--- src/rtl/sm_addsub_seq.sv ---
// Multi-cycle sign-magnitude adder/subtractor: S = A+B and D = A-B with overflow flags.
// Magnitudes are processed CHUNK bits per cycle, LSB chunk first, through a shared chunk slice.

module sm_addsub_chunk #(
    parameter int CHUNK = 4
) (
    input  logic [CHUNK-1:0] xa,
    input  logic [CHUNK-1:0] xb,
    input  logic             cin,
    output logic [CHUNK-1:0] sum,
    output logic             cout,
    input  logic [CHUNK-1:0] xmx,
    input  logic [CHUNK-1:0] xmn,
    input  logic             bin,
    output logic [CHUNK-1:0] dif,
    output logic             bout
);
    logic [CHUNK:0] dt;

    assign {cout, sum} = {1'b0, xa} + {1'b0, xb} + (CHUNK+1)'(cin);
    // A negative chunk difference wraps, leaving the borrow in the top bit.
    assign dt          = {1'b0, xmx} - {1'b0, xmn} - (CHUNK+1)'(bin);
    assign dif         = dt[CHUNK-1:0];
    assign bout        = dt[CHUNK];
endmodule

module sm_addsub_seq #(
    parameter int W     = 16,
    parameter int CHUNK = 4
) (
    input  logic         clk,
    input  logic         reset,
    input  logic         in_valid,
    output logic         in_ready,
    input  logic [W:0]   a,
    input  logic [W:0]   b,
    output logic         out_valid,
    input  logic         out_ready,
    output logic [W:0]   s,
    output logic [W:0]   d,
    output logic         s_ovf,
    output logic         d_ovf
);
    localparam int N  = W / CHUNK;
    localparam int CW = (N > 1) ? $clog2(N) : 1;

    localparam logic [1:0] IDLE = 2'd0;
    localparam logic [1:0] CMP  = 2'd1;
    localparam logic [1:0] ADD  = 2'd2;
    localparam logic [1:0] DONE = 2'd3;

    if (W % CHUNK != 0) begin : g_bad_chunk
        $error("W must be a multiple of CHUNK");
    end

    logic [1:0]       state;
    logic             sa, sb, a_ge, cy, bw;
    logic [W-1:0]     ma, mb, mx, mn, sum_r, dif_r;
    logic [CW-1:0]    cnt;
    logic             last;

    logic [CHUNK-1:0] c_sum, c_dif;
    logic             c_cout, c_bout;
    logic [W-1:0]     sum_nx, dif_nx;

    logic [W-1:0]     s_mag, d_mag;
    logic             s_sgn, d_sgn, s_c, d_c;

    assign in_ready  = (state == IDLE);
    assign out_valid = (state == DONE);
    assign last      = (cnt == CW'(N - 1));

    // Operand registers shift right each ADD cycle so the active chunk is always at bit 0.
    sm_addsub_chunk #(.CHUNK(CHUNK)) u_chunk (
        .xa   (ma[CHUNK-1:0]),
        .xb   (mb[CHUNK-1:0]),
        .cin  (cy),
        .sum  (c_sum),
        .cout (c_cout),
        .xmx  (mx[CHUNK-1:0]),
        .xmn  (mn[CHUNK-1:0]),
        .bin  (bw),
        .dif  (c_dif),
        .bout (c_bout)
    );

    // Results fill from the top; after N chunks chunk 0 sits at the LSB.
    assign sum_nx = (sum_r >> CHUNK) | (W'(c_sum) << (W - CHUNK));
    assign dif_nx = (dif_r >> CHUNK) | (W'(c_dif) << (W - CHUNK));

    always_comb begin
        s_mag = dif_nx;
        s_sgn = a_ge ? sa : sb;
        s_c   = 1'b0;
        d_mag = sum_nx;
        d_sgn = sa;
        d_c   = c_cout;
        if (sa == sb) begin
            s_mag = sum_nx;
            s_sgn = sa;
            s_c   = c_cout;
            d_mag = dif_nx;
            d_sgn = a_ge ? sa : ~sa;
            d_c   = 1'b0;
        end
    end

    always_ff @(posedge clk) begin
        if (reset) begin
            state <= IDLE;
            sa    <= 1'b0;
            sb    <= 1'b0;
            a_ge  <= 1'b0;
            cy    <= 1'b0;
            bw    <= 1'b0;
            ma    <= '0;
            mb    <= '0;
            mx    <= '0;
            mn    <= '0;
            sum_r <= '0;
            dif_r <= '0;
            cnt   <= '0;
            s     <= '0;
            d     <= '0;
            s_ovf <= 1'b0;
            d_ovf <= 1'b0;
        end else begin
            case (state)
                IDLE: begin
                    if (in_valid) begin
                        ma    <= a[W-1:0];
                        mb    <= b[W-1:0];
                        // -0 collapses to +0 here so it never steers a result sign.
                        sa    <= a[W] & (|a[W-1:0]);
                        sb    <= b[W] & (|b[W-1:0]);
                        state <= CMP;
                    end
                end
                CMP: begin
                    a_ge  <= (ma >= mb);
                    mx    <= (ma >= mb) ? ma : mb;
                    mn    <= (ma >= mb) ? mb : ma;
                    cy    <= 1'b0;
                    bw    <= 1'b0;
                    cnt   <= '0;
                    state <= ADD;
                end
                ADD: begin
                    ma    <= ma >> CHUNK;
                    mb    <= mb >> CHUNK;
                    mx    <= mx >> CHUNK;
                    mn    <= mn >> CHUNK;
                    sum_r <= sum_nx;
                    dif_r <= dif_nx;
                    cy    <= c_cout;
                    bw    <= c_bout;
                    cnt   <= cnt + CW'(1);
                    if (last) begin
                        s     <= {s_sgn & (|s_mag), s_mag};
                        d     <= {d_sgn & (|d_mag), d_mag};
                        s_ovf <= s_c;
                        d_ovf <= d_c;
                        state <= DONE;
                    end
                end
                DONE: begin
                    if (out_ready) state <= IDLE;
                end
                default: state <= IDLE;
            endcase
        end
    end
endmodule

--- config.mk ---
export PLATFORM = sky130hd
export DESIGN_NAME = sm_addsub_seq
export DESIGN_NICKNAME = d
export VERILOG_FILES = /design/src/rtl/sm_addsub_seq.sv
export SDC_FILE = /design/constraint.sdc
export NUM_CORES = 1
export LEC_CHECK = 0
export BUFFER_PORTS_ARGS = -buffer_cell sky130_fd_sc_hd__buf_2
export CORE_MARGIN = 5
export CORE_UTILIZATION = 31
export DETAILED_ROUTE_END_ITERATION = 8
export HOLD_SLACK_MARGIN = 0.06
export PLACE_DENSITY = 0.59
export SKIP_CTS_REPAIR_TIMING = 1
export SLEW_MARGIN = 20
export SYNTH_ARGS = -nofsm -noshare
export SYNTH_HDL_FRONTEND = slang
export SYNTH_SLANG_ARGS = --single-unit
export TNS_END_PERCENT = 50
--- constraint.sdc ---
create_clock -name clk -period 2.67 [get_ports clk]
set_input_delay 0.1335 -clock clk [delete_from_list [all_inputs] [get_ports clk]]
set_output_delay 0.1335 -clock clk [all_outputs]
set_load 0.01 [all_outputs]
==> results of run 1 <==
[critical path, delay by kind of cell, from the launching register on]
| kind | cells | cell delay (ps) |
|---|---|---|
| buffers and inverters | 2 | 130 |
| and+or+nand+nor | 2 | 710 |
| DFF | 1 | 320 |
| AOI/OAI and AO/OA | 3 | 520 |
| adders and majority gates | 2 | 770 |
[power groups by stage]
stage	clock, mW	sequential [mW]	combinational, mW
finish	2.41	2.86	4.63
global placement	0	2.89	4.39
global route	2.54	2.91	5.10
floorplan	0	2.69	3.36
detailed placement	0	2.89	4.40
CTS	2.45	2.85	4.41
[sequential cells by signal (all words and copies together) (netlist names), 12 cells and up]
name and flops:
d 17, s 17, ma 16, mb 16
mn 16, mx 16, dif_r 12, sum_r 12
[cells by family (layout without fill, tap and decap cells)]
family	count (synthesis)	count (layout)	synth area share (%)
multiplexers	46	46	6.54
AND/OR/NAND/NOR	308	308	19.5
flip-flops	133	133	37.8
AO/OA/AOI/OAI	209	209	23.0
buffers and inverters	102	171	6.38
adder cells (fa/ha/maj)	32	32	6.12
XOR/XNOR	5	5	0.622
[how the worst max path moves through the flow]
stage / to / cells past startpoint / slack, ps
floorplan: d[16] / 9 / 240
CTS: s[16] / 9 / 40
detailed placement: s[16] / 9 / 50
global placement: s[16] / 9 / 100
global route: s[16] / 9 / -40
finish: s[16] / 9 / 110
[per-layer routing]
| metal | global-route usage [%] | wire [µm] |
|---|---|---|
| met2 | 24.3 | 9280 |
| met3 | 3.21 | 1050 |
| met5 | 0 | 0 |
| met4 | 4.50 | 308 |
| met1 | 22.0 | 9710 |
[layout by cell type (no fill, tap or decap), types with 4 or more instances in the layout]
master,instances
mux2i_1,46
o31a_2,4
clkbuf_16,17
buf_2,74
a211oi_1,29
a311o_1,21
ha_1,27
a311oi_1,27
nor2b_1,7
inv_8,4
o211ai_1,10
dfxtp_1,133
buf_4,22
o21ai_0,9
a31oi_1,26
and2_1,5
nand4_1,6
inv_1,35
or4_1,5
a22oi_1,31
nand2_1,110
nor2_1,123
inv_6,5
nand3_1,13
nor3_1,11
a221o_2,5
a21oi_1,31
nor4_1,12
[layout make-up]
cell class                      instances  area (µm²)  area share [%]
Multi-Input combinational cell        600        4000            47.6
Clock inverter                         15         185            2.21
Timing Repair Buffer                  102         631            7.51
Tap cell                              285         357            4.25
Sequential cell                       133        2660            31.7
Clock buffer                           17         425            5.07
Inverter                               37         139            1.65
[per-stage QoR]
step / util [%] / setup TNS, ps
after floorplan: - / 0
after global placement: 34.3 / 0
after detailed placement: 34.3 / 0
after CTS: 37.0 / 0
after global routing: 37.3 / -59.4
final: 37.3 / 0
==> impl_metrics.yaml, run 1 <==
run_status:
  status: "complete, no violations"
place:
  gp_congestion: 0.818
  dp_slack_ps: 54.6
  dpl_cell_area_mm2: 0.00772
  dp_hpwl_mm: 14.2
  io_buffer_count: 75
  dp.cells: 1153
worst_setup_path:
  cp_slowest_cell: "fa_2"
  reg2regPathDepth: 9
  worstReg2RegEnd: "s[16]"
  critical_path.max_fanout: 4
  start_kind: "flip-flop"
  cp_cell_sequence: "inv_1, fa_2, inv_1, fa_2, or4b_4, nor3_4, a21oi_2, o311ai_2, o211ai_1"
  r2r_setup_slack_ps: 110
  critical_path_class: "reg -> reg"
  cp-end-kind: "flip-flop"
  startpoint: "bw"
  cp.required_ps: 2980
  cp.arrival_ps: 2870
  r2r_start: "bw"
  cpPeakStageDelay_ps: 560
drt:
  drt-initial-drc-count: 450
  route.vias.total: 6387
  wl_per_cell_um: 17.1
  drc: 0
  ant_nets: 0
  routed_wl_mm: 20.3
  firstDrtPassIters: 5
  routed_via_density: 5.37
clocking:
  cts-buffers-inserted: 17
  tritoncts: "built"
  clock_sinks: 133
  clkLatencyLatePin_ps: 430
  htreeDepth: 4
  clkSlewWorstSetupHoldPaths_ps: 70
  root_buffer: "clkbuf_16"
  clk_path_buf_depth: 2
timing:
  fmax_mhz: 390
  fin_crit_sh_pct: 95.9
  hold_ws_ps: 61.3
  drv_slew: 0
  tightest_slew_ps: 727
  finalWorstSetupSlack_ps: 109
  hold_violations: 0
  final-setup-viol-count: 0
  fin_crit_ps: 2560
  fin_skew_ps: 12.2
  slew_headroom_pct: 51.4
grt:
  grt_pass1_wl_mm: 33.2
  overflow: 0
  track_usage_pct: 15.7
  grt_max_degree: 84
  antenna_found_initial: 0
  grt_pass1_vias: 6138
layout:
  fin_cells: 1189
  design_area_mm2: 0.00840
  area_delta_synth_final_pct: 19.3
  fill_cells: 2297
  nNetsFinal: 961
  drive_gt1_share_pct: 18.7
  antenna_cells: 0
floorplanning:
  fp.dieW_um: 161
  core_area_mm2: 0.0225
  die_h_um: 161
  initial_core_util_pct: 31.3
  rows: 55
  pin_count: 76
  dieArea_mm2: 0.0258
synth:
  ys_async_sr_fraction_pct: 0
  yosys.area.top_type: "dfxtp_1"
  synth-edff-count: 0
  synth_top_flop_cell: "dfxtp_1"
  synth-seq-cells: 133
  yosys-top-cells-count: "dfxtp_1 (133), nor2_1 (124), nand2_1 (110)"
  syn_inst: 835
  synth_nets: 905
  syn-cell-area_mm2: 0.00704
  synthTopCellsByArea: "dfxtp_1 (38%), nor2_1 (6.6%), mux2i_1 (6.5%)"
  yosysTopAreaCellShare_pct: 37.8
  ys.warnings.count: 0
  yosysSeqAreaShare_pct: 37.8
  yosysMostFrequentCell: "dfxtp_1"
  avgSynthCellArea_um2: 8.43
  synthDistinctLibCells: 55
power:
  power_frac_comb_pct: 46.8
  p_clk_share_pct: 24.4
  powerDensity_mw_per_mm2: 1180
  p_sw_mw: 4.37
  p_total_mw: 9.90
  vdd_drop_max_mv: 0.627
  power_leakage_nw: 3.06
  sw_frac_of_total_pct: 44.1
  pwr-share-seq_pct: 28.9
  intPower_mw: 5.53
hold_path:
  worstHoldPathCells: 4
  hp-start: "out_ready"
  min_to: "state[0]"
  min_path_type: "in -> reg"
job:
  cap_violations: 0
No activity file was read; power rests on OpenSTA's default activity.
==> inputs of run 2 (changes only) <==
--- a/config.mk
+++ b/config.mk
@@ -8,6 +8,7 @@
 export BUFFER_PORTS_ARGS = -buffer_cell sky130_fd_sc_hd__buf_2
 export CORE_MARGIN = 5
 export CORE_UTILIZATION = 31
+export CTS_BUF_LIST = sky130_fd_sc_hd__clkbuf_4
 export DETAILED_ROUTE_END_ITERATION = 8
 export HOLD_SLACK_MARGIN = 0.06
 export PLACE_DENSITY = 0.59
==> run 2 against run 1 <==
Net effect:
- the flow now finishes with violations (negative hold slack)
- first-iteration DRC count grew 7.8%
- fmax is essentially flat
- largest power group unchanged
- largest cell class unchanged
- global-route usage shrank 0.054 points
- power shrank 9.0%
- critical endpoint unchanged
- die area is the same
- non-clock buffer count grew 35
- critical path type unchanged
- sequential share of layout area shrank 0.17 points
==> impl_metrics.yaml, run 2 (synthesized netlist as in run 1, its figures left out) <==
power:
  pwr-share-seq_pct: 31.7
  p_total_mw: 9.01
  sw_frac_of_total_pct: 47.2
  p_sw_mw: 4.25
  intPower_mw: 4.75
  p_clk_share_pct: 16.4
  powerDensity_mw_per_mm2: 1070
  power_frac_comb_pct: 51.9
  power_leakage_nw: 3.08
  vdd_drop_max_mv: 0.548
timing:
  finalWorstSetupSlack_ps: 111
  hold_ws_ps: -4.19
  fmax_mhz: 391
  hold_violations: 1
  drv_slew: 0
  tightest_slew_ps: 721
  fin_skew_ps: 23.8
  fin_crit_ps: 2560
  fin_crit_sh_pct: 95.9
  slew_headroom_pct: 51.7
  final-setup-viol-count: 0
worst_setup_path:
  startpoint: "bw"
  r2r_start: "bw"
  cp.arrival_ps: 3010
  cp.required_ps: 3120
  cp-end-kind: "flip-flop"
  critical_path.max_fanout: 4
  critical_path_class: "reg -> reg"
  start_kind: "flip-flop"
grt:
  grt_busiest_layer: "met2"
  grtUsageMet1_pct: 22.1
  grt.met2_usage_pct: 24.2
  grt_max_degree: 84
  track_usage_pct: 15.6
  use_met3_pct: 3.00
  antenna_found_initial: 1
  overflow: 0
  grt_pass1_vias: 6091
  grt_pass1_wl_mm: 33.1
layout:
  drive_gt1_share_pct: 18.0
  final_cell_mix: "dfxtp_1 (132), nor2_1 (123), nand2_1 (110)"
  fin_util_pct: 37.5
  area_delta_synth_final_pct: 20.0
  nNetsFinal: 996
  largestRegisters: "d: 17 flops, s: 17 flops"
  layout_commonest_cell: "dfxtp_1"
floorplanning:
  pin_count: 76
  dieArea_mm2: 0.0258
  core_area_mm2: 0.0225
  fp.dieW_um: 161
  rows: 55
  die_h_um: 161
  initial_core_util_pct: 31.3
drt:
  drt-initial-drc-count: 485
  ant_nets: 0
  drc: 0
  route.vias.total: 6556
  routed_via_density: 5.35
  routed_wl_mm: 21.0
  firstDrtPassIters: 5
  wl_per_cell_um: 17.1
run_status:
  violations: "negative hold slack"
  status: "finished, violations left"
job:
  cap_violations: 0
clocking:
  clkLatencyLatePin_ps: 560
  clk_path_buf_depth: 2
  cts-buffers-inserted: 17
  clock_sinks: 133
  clkSlewWorstSetupHoldPaths_ps: 150
  htreeDepth: 4
  tritoncts: "built"
  root_buffer: "clkbuf_4"
place:
  io_buffer_count: 75
  dp_slack_ps: 54.6
  dp_hpwl_mm: 14.2
  gp_congestion: 0.818
hold_path:
  min_path_type: "in -> reg"
  hp-start: "b[15]"
-- run 2: cell types whose count changed in the layout (fill, tap and decap cells not counted), sizes merged --
cell and delta:
dlygate4sd3 +35, diode +1
-- run 2: layer usage --
metal  wire [µm]  vias to the layer above  part of all wire, %
met3        1020                       35                  4.9
met5           0                        -                    0
met1        9930                     3087                   47
met2        9580                      203                   46
met4         427                        0                  2.0
li1            -                     3231                    -
-- run 2: cell type report --
type / count / area (µm²)
Fill cell: 2295 / 14100
Multi-Input combinational cell: 600 / 3990
Sequential cell: 133 / 2660
Timing Repair Buffer: 137 / 981
Tap cell: 285 / 357
Clock inverter: 15 / 185
Inverter: 37 / 139
Clock buffer: 17 / 128
Antenna cell: 1 / 2.50
-- run 2: path summary, 6_finish.rpt --
path | end | slack (ps) | depth (start not counted)
worst max-delay path | s[16] | 110 | 9
worst min-delay path | mb[15] | -4 | 5
worst max register to register | s[16] | 110 | 9
worst min register to register | s_ovf | 460 | 2
-- run 2: worst max-delay path, cell delays in order, from the launching register on --
cell,delay (ps)
dfxtp_1,330
inv_1,80
fa_2,210
inv_1,50
fa_2,560
or4b_4,490
nor3_4,210
a21oi_2,80
o311ai_1,320
o211ai_1,130
-- run 2: power groups by stage --
| stage | combinational [mW] | sequential [mW] | clock (mW) |
|---|---|---|---|
| after global placement | 4.39 | 2.89 | 0 |
| final | 4.67 | 2.86 | 1.48 |
| after CTS | 4.42 | 2.84 | 1.52 |
| after floorplan | 3.36 | 2.69 | 0 |
| after global routing | 5.15 | 2.91 | 1.61 |
| after detailed placement | 4.40 | 2.89 | 0 |
-- run 2: per-stage QoR --
step	cells	TNS, ps	hold WS [ps]	instance area (µm²)
6_report	1225	0	-4.19	8450
4_1_cts	1185	0	-226	8030
3_3_place_gp	1153	0	402	7720
3_5_place_dp	1153	0	407	7720
5_1_grt	1225	-7.85	60.9	8450
2_1_floorplan	835	0	285	7040
